`config.mk`:
```
export PLATFORM = sky130hd
export DESIGN_NAME = serial_adder
export DESIGN_NICKNAME = d
export VERILOG_FILES = /design/src/rtl/serial_adder_pkg.sv /design/src/rtl/adder_full.sv /design/src/rtl/serial_adder.sv
export SDC_FILE = /design/constraint.sdc
export NUM_CORES = 1
export LEC_CHECK = 0
export ABC_AREA = 1
export BUFFER_PORTS_ARGS = -buffer_cell sky130_fd_sc_hd__buf_2
export CAP_MARGIN = 0
export CORE_MARGIN = 5
export CORE_UTILIZATION = 57
export CTS_CLUSTER_SIZE = 12
export DETAILED_ROUTE_END_ITERATION = 6
export PLACE_DENSITY = 0.9
export SLEW_MARGIN = 20
export SYNTH_ARGS = -nofsm -noshare
export SYNTH_HDL_FRONTEND = slang
export SYNTH_SLANG_ARGS = --single-unit
```
`constraint.sdc`:
```
create_clock -name clk -period 1.8 [get_ports clk]
set_input_delay 0.27 -clock clk [delete_from_list [all_inputs] [get_ports clk]]
set_output_delay 0.27 -clock clk [all_outputs]
set_load 0.03 [all_outputs]
```
`src/rtl/serial_adder_pkg.sv`:
```
// -----------------------------------------------------------------------------
// serial_adder_pkg
//   Shared types and helpers for the bit-serial adder.
//   - state_e   : controller state encoding (IDLE / RUN / DONE)
//   - cnt_width : width of the bit counter; it must be able to hold WIDTH
// -----------------------------------------------------------------------------
package serial_adder_pkg;

  typedef enum logic [1:0] {
    IDLE = 2'd0,
    RUN  = 2'd1,
    DONE = 2'd2
  } state_e;

  function automatic int cnt_width(input int width);
    return $clog2(width + 1);
  endfunction

endpackage : serial_adder_pkg

```
`src/rtl/adder_full.sv`:
```
// -----------------------------------------------------------------------------
// half_adder / adder_full
//   Combinational 1-bit adder cells used by the bit-serial adder.
//   half_adder : a, b         -> sum = a^b, carry = a&b
//   adder_full : a, b, cin    -> sum, cout, built from two half adders plus an
//                OR of their carries. It has no state; the carry flop that
//                links successive bits lives in the parent.
// -----------------------------------------------------------------------------
module half_adder (
  input  logic a,
  input  logic b,
  output logic sum,
  output logic carry
);

  assign sum   = a ^ b;
  assign carry = a & b;

endmodule : half_adder

module adder_full (
  input  logic a,
  input  logic b,
  input  logic cin,
  output logic sum,
  output logic cout
);

  logic ab_sum;
  logic ab_carry;
  logic abc_carry;

  half_adder u_ha_ab (
    .a     (a),
    .b     (b),
    .sum   (ab_sum),
    .carry (ab_carry)
  );

  half_adder u_ha_abc (
    .a     (ab_sum),
    .b     (cin),
    .sum   (sum),
    .carry (abc_carry)
  );

  // The two half-adder carries can never both be 1, so OR equals majority.
  assign cout = ab_carry | abc_carry;

endmodule : adder_full

```
`src/rtl/serial_adder.sv`:
```
// -----------------------------------------------------------------------------
// serial_adder
//   Bit-serial adder: loads two WIDTH-bit operands on an accepted start, then
//   adds them LSB-first, one bit per clock, through a single full-adder cell.
//   The parallel sum and final carry are presented with a start/busy/done
//   handshake and held until the next accepted start.
//
//   Parameters
//     WIDTH      operand / sum width in bits (>= 1)
//   Ports
//     clk        rising-edge clock
//     rst        synchronous, active-high reset
//     start      request, sampled only in IDLE
//     cin        carry-in, captured on the accepting edge
//                (present only when SERIAL_ADDER_CIN_EN is defined)
//     a, b       operands, captured on the accepting edge
//     busy       high while in RUN
//     done       one-cycle pulse; sum / carry_out are valid while high
//     sum        result, cleared on the accepting edge, final after DONE
//     carry_out  final carry, updated only when a new result completes
//
//   Build option
//     SERIAL_ADDER_CIN_EN : adds the cin port; result = a + b + cin.
//                           Undefined: the carry flop starts at 0.
// -----------------------------------------------------------------------------
module serial_adder
  import serial_adder_pkg::*;
#(
  parameter int WIDTH = 8
) (
  input  logic             clk,
  input  logic             rst,
  input  logic             start,
`ifdef SERIAL_ADDER_CIN_EN
  input  logic             cin,
`endif
  input  logic [WIDTH-1:0] a,
  input  logic [WIDTH-1:0] b,
  output logic             busy,
  output logic             done,
  output logic [WIDTH-1:0] sum,
  output logic             carry_out
);

  localparam int                CNT_W    = cnt_width(WIDTH);
  localparam logic [CNT_W-1:0]  CNT_LAST = CNT_W'(WIDTH - 1);

  state_e             state_q, state_d;
  logic [WIDTH-1:0]   sa_q, sa_d;
  logic [WIDTH-1:0]   sb_q, sb_d;
  logic [WIDTH-1:0]   sum_q, sum_d;
  logic               carry_q, carry_d;
  logic               cout_q, cout_d;
  logic [CNT_W-1:0]   cnt_q, cnt_d;

  logic               carry_init;
  logic               fa_sum;
  logic               fa_cout;
  logic               last_bit;

`ifdef SERIAL_ADDER_CIN_EN
  assign carry_init = cin;
`else
  assign carry_init = 1'b0;
`endif

  assign last_bit = (cnt_q == CNT_LAST);

  adder_full u_fa (
    .a    (sa_q[0]),
    .b    (sb_q[0]),
    .cin  (carry_q),
    .sum  (fa_sum),
    .cout (fa_cout)
  );

  // ---------------------------------------------------------------------------
  // FSM: state register
  // ---------------------------------------------------------------------------
  // NOTE: sequential state is written with <= only, so every flop samples the
  // pre-edge values of the others regardless of block ordering.
  always_ff @(posedge clk) begin
    if (rst) state_q <= IDLE;
    else     state_q <= state_d;
  end

  // ---------------------------------------------------------------------------
  // FSM: next-state logic
  // ---------------------------------------------------------------------------
  // NOTE: every always_comb output gets a default first, so no path can leave a
  // signal unassigned and infer a latch.
  always_comb begin
    state_d = state_q;
    unique case (state_q)
      IDLE:    if (start)    state_d = RUN;
      RUN:     if (last_bit) state_d = DONE;
      DONE:                  state_d = IDLE;
      default:               state_d = IDLE;
    endcase
  end

  // ---------------------------------------------------------------------------
  // FSM: outputs, decoded straight from the state register
  // ---------------------------------------------------------------------------
  always_comb begin
    busy = (state_q == RUN);
    done = (state_q == DONE);
  end

  // ---------------------------------------------------------------------------
  // Datapath next-state
  // ---------------------------------------------------------------------------
  always_comb begin
    sa_d    = sa_q;
    sb_d    = sb_q;
    sum_d   = sum_q;
    carry_d = carry_q;
    cout_d  = cout_q;
    cnt_d   = cnt_q;
    unique case (state_q)
      IDLE: begin
        if (start) begin
          sa_d    = a;
          sb_d    = b;
          carry_d = carry_init;
          sum_d   = '0;
          cnt_d   = '0;
        end
      end
      RUN: begin
        sa_d  = sa_q >> 1;
        sb_d  = sb_q >> 1;
        // Result bits enter at the MSB so after WIDTH shifts bit 0 sits at
        // position 0. Written as shift + bit set so WIDTH=1 stays legal.
        sum_d              = sum_q >> 1;
        sum_d[WIDTH-1]     = fa_sum;
        carry_d            = fa_cout;
        cnt_d              = cnt_q + CNT_W'(1);
        if (last_bit) cout_d = fa_cout;
      end
      default: ;
    endcase
  end

  // ---------------------------------------------------------------------------
  // Datapath registers
  // ---------------------------------------------------------------------------
  // NOTE: the operand shift registers are ordinary flops, not a memory, so
  // they are cleared by reset along with everything else.
  always_ff @(posedge clk) begin
    if (rst) begin
      sa_q    <= '0;
      sb_q    <= '0;
      sum_q   <= '0;
      carry_q <= 1'b0;
      cout_q  <= 1'b0;
      cnt_q   <= '0;
    end else begin
      sa_q    <= sa_d;
      sb_q    <= sb_d;
      sum_q   <= sum_d;
      carry_q <= carry_d;
      cout_q  <= cout_d;
      cnt_q   <= cnt_d;
    end
  end

  assign sum       = sum_q;
  assign carry_out = cout_q;

endmodule : serial_adder

```
== Word level (Yosys, flattened, before mapping) ==
Cells that the tools add are included.
Word-level totals
  bits in registers: 32
  input bits: 19
  output and inout bits: 11
  word-level logic and storage cells: 36
Cells by class
  $add $sub $neg: 1
  equal/unequal tests: 5
  muxes and demuxes: 13
  bitwise gates (word level): 5
  reduce and logical (&&, ||, !) cells: 5
Operators by type and width (number)
  8-bit one-hot mux with 2 select lines: 3
  8-bit two-way mux: 3
  4-bit one-hot mux with 2 select lines: 1
  2-bit AND reduction: 3
  4-bit by 1-bit adder with 4-bit output (second input constant): 1
  4-bit by 3-bit equality test with 1-bit output (second input constant): 1
  2-bit two-way mux: 2
  4-bit two-way mux: 1
  2-bit one-hot mux with 2 select lines: 1
  1-bit AND: 2
  2-bit by 1-bit equality test with 1-bit output (second input constant): 1
  2-bit equality test (second input constant): 1
  2-bit zero test: 1
  2-bit by 1-bit != test with 1-bit output (second input constant): 1
  2-bit != test (second input constant): 1
  1-bit one-hot mux with 2 select lines: 1
  2-bit nonzero test: 1
  1-bit bitwise XOR: 2
  1-bit two-way mux: 1
  1-bit OR: 1

== Logic depth before layout (Yosys ltp) ==
  word-level depth: 4
  gate-level depth with buffers: 7
  depth with buffers taken out: 6

== Hierarchy ==
From an unflattened synthesis, not the netlist that was laid out.
Unflattened totals
  cell total of the unflattened synthesis: 215
  area total of the unflattened synthesis: 1428.9 um^2
By module, submodules not included
  serial_adder: times used 1, cells an instance 210, area each 1392.6 um^2, seq. area each 640.6 um^2
  half_adder: times used 2, cells an instance 1, area each 12.5 um^2, seq. area each 0.0 um^2
  adder_full: times used 1, cells an instance 3, area each 11.3 um^2, seq. area each 0.0 um^2

== Worst setup path after synthesis ==
No wires, ideal clock.
  path type: reg-to-output
  start: register state_q[1]
  end: output done
  data arrival time: 943 ps
  required time: 1530 ps
  setup slack: 587 ps
  cell stages (with the launch flop): 3
  path buffers: 0
  cells stage by stage: dfxtp_1 -> inv_2 -> nor2_1
Between the ends
  longest elaborated chain between the ends: 1
Ends and longest elaborated chain
  from (decl): RTL line serial_adder.sv:48  | state_e state_q, state_d;
  from (signal assigned): RTL line serial_adder.sv:84  | else state_q <= state_d;
  2-bit equality test: RTL line serial_adder.sv:107  | done = (state_q == DONE);
  to (decl): RTL line serial_adder.sv:40  | output logic done,
No other way between the ends.

== Worst setup path after layout ==
  start: register state_q[0]
  end: output busy
Between the ends
  longest elaborated chain between the ends: 1
Ends and longest elaborated chain
  2-bit by 1-bit equality test with 1-bit output: RTL line serial_adder.sv:106  | busy = (state_q == RUN);
  to (decl): RTL line serial_adder.sv:39  | output logic busy,
No other way between the ends.

==> impl_metrics.tcl <==
set metrics [dict create \
    grt_pass1_vias 1181 \
    h-tree-depth 2 \
    top_layer "met4" \
    min_from "a[7]" \
    p_leak_nw 0.749 \
    grt_usage_pct 18.3 \
    diodes 0 \
    start_util_pct 59.6 \
    hpwl_microns 2020 \
    layout_commonest_cell "nand2_1" \
    worstPathMaxFanout 6 \
    layout_common_cells "53 x nand2_1, 36 x nor2_1, 32 x dfxtp_1, 29 x buf_2, 17 x inv_1" \
    postRouteAntennaNets 0 \
    fin_crit_ns 1.57 \
    synth_area_sq_um 1460 \
    slew_headroom_pct 59.5 \
    worstMarginPinSlew_ns 0.607 \
    ioPinCount 30 \
    synth_warnings 0 \
    ir_drop_v 0.000810 \
    totalWireLength_microns 3000 \
    finalWorstSetupSlack_ns 0.229 \
    tns_ns 0 \
    max_freq_ghz 0.637 \
    clk_latency_ns 0.32 \
    period_share_pct 87.3 \
    final-setup-viol-count 0 \
    cts_resized 0 \
    design_area_sq_um 1650 \
    worstSetupPathType "reg -> out" \
    nNetsFinal 250 \
    vias_per_cell 5.02 \
    core_region_area_sq_um 2450 \
    io_buffer_count 29 \
    cts_tree "built" \
    start_kind "flop" \
    ys_seq_area_share_pct 43.8 \
    met3WireLength_microns 175 \
    syn2layout_area_growth_pct 12.8 \
    clockBufferDepth 2 \
    wl_met1_microns 1310 \
    synthDistinctLibCells 23 \
    grt_overflow 0 \
    cts_made_buffers 5 \
    synth_nets 220 \
    synthArstFlopShare_pct 0 \
    path_clk_slew_ns 0.09 \
    crit_path_end_kind "primary output" \
    drcViolationCount 0 \
    antenna_found_initial 0 \
    drv_cap 0 \
    place_ws_ns 0.399 \
    placed_cell_area_sq_um 1570 \
    drtIter0Drc 46 \
    cts.sinks 32 \
    die_h_microns 60.7 \
    r2r-start "state_q[1]" \
    rows 18 \
    arrival_ns 1.30 \
    gp_congestion 0.755 \
    p_total_mw 1.40 \
    synth_edf_count 0 \
    synth-seq-cells 32 \
    required_ns 1.53 \
    grt_max_degree 27 \
    drt_pass1_iterations 4 \
    yosys_most_used_dff "dfxtp_1" \
    dieArea_sq_um 3680 \
    vias 1304 \
    crit_path_start "state_q[0]" \
    die_width_microns 60.7 \
    wl_per_cell_microns 11.5 \
    finalClockSkew_ns 0.00742 \
    slew_violations 0 \
    status "finished clean" \
    rsz0062_at_grt "false" \
    root_buffer "clkbuf_4" \
    hold_viol 0 \
    grt_pass1_wl_microns 5000 \
    synth_cells 199 \
    hp-class "in -> reg" \
    syn_area_per_cell_sq_um 7.35 \
    met2_length_microns 1490 \
    drive_gt1_share_pct 21.3 \
    p_per_area_nw_per_um2 847 \
]
logic make-up after synthesis:
| kind of cell | share of synthesized area (%) |
|---|---|
| AOI/OAI and AO/OA | 8.21 |
| adders and majority gates | 2.22 |
| buffers and inverters | 10.1 |
| DFF | 43.8 |
| and+or+nand+nor | 35.7 |
Yosys cell counts (2+ instances only):
library cell	count	area, sq um
nor2_1	36	135
o22ai_1	9	56.3
buf_6	2	22.5
inv_2	2	7.51
dfxtp_1	32	641
nand4_1	2	12.5
nand2_4	3	33.8
nand2_1	53	199
nor2_4	4	45.0
nand3_1	16	80.1
buf_8	2	30.0
a21oi_1	2	10.0
clkbuf_1	3	11.3
inv_1	17	63.8
o21ai_0	8	40.0
where the power goes:
part / switching [mW] / total (mW) / internal [mW]
logic: 0.144 / 0.223 / 0.0782
clock network: 0.217 / 0.410 / 0.192
registers: 0.0224 / 0.766 / 0.743
state kept, by name, summed over array words and instances (netlist names):
name,count
carry_q,1
sum,8
sb_q,8
carry_out,1
state_q,2
sa_q,8
cnt_q,4
metal layers:
metal / vias to the layer above / GRT usage, %
li1: 691 / -
met1: 579 / 22.9
met2: 32 / 29.3
met3: 2 / 6.81
met4: 0 / 6.19
met5: - / 0
stage by stage:
stage | hold slack [ns] | utilization [%] | cells
after CTS | 0.133 | 66.3 | 257
final | 0.143 | 67.2 | 260
after detailed placement | 0.451 | 63.9 | 249
after global routing | 0.145 | 67.2 | 260
after floorplan | 0.383 | - | 199
after global placement | 0.449 | 63.9 | 249
area by class of cell:
class	instances	area, sq um
fill	213	805
multi-input combinational	139	674
sequential	32	641
timing repair buffer	32	168
inverter	19	71.3
clock buffer	8	58.8
tap	30	37.5
critical path, stage by stage, from the launching register on:
cell	delay, ns
dfxtp_1	0.48
inv_2	0.08
nor2_4	0.19
buf_2	0.23
timing repair:
action | in CTS | in global routing
hold buffers | 0 | 0
hold endpoints to repair | 0 | 0
setup endpoints to repair | 0 | 1
setup buffers | 0 | 3
final timing paths:
check | endpoint | slack (ns) | cells past startpoint
worst max-delay path | busy | 0.23 | 3
worst min-delay path | sa_q[7] | 0.14 | 3
worst max register to register | sa_q[4] | 0.36 | 5
worst min register to register | sum[0] | 0.46 | 2
No activity file was read; power rests on OpenSTA's default activity.
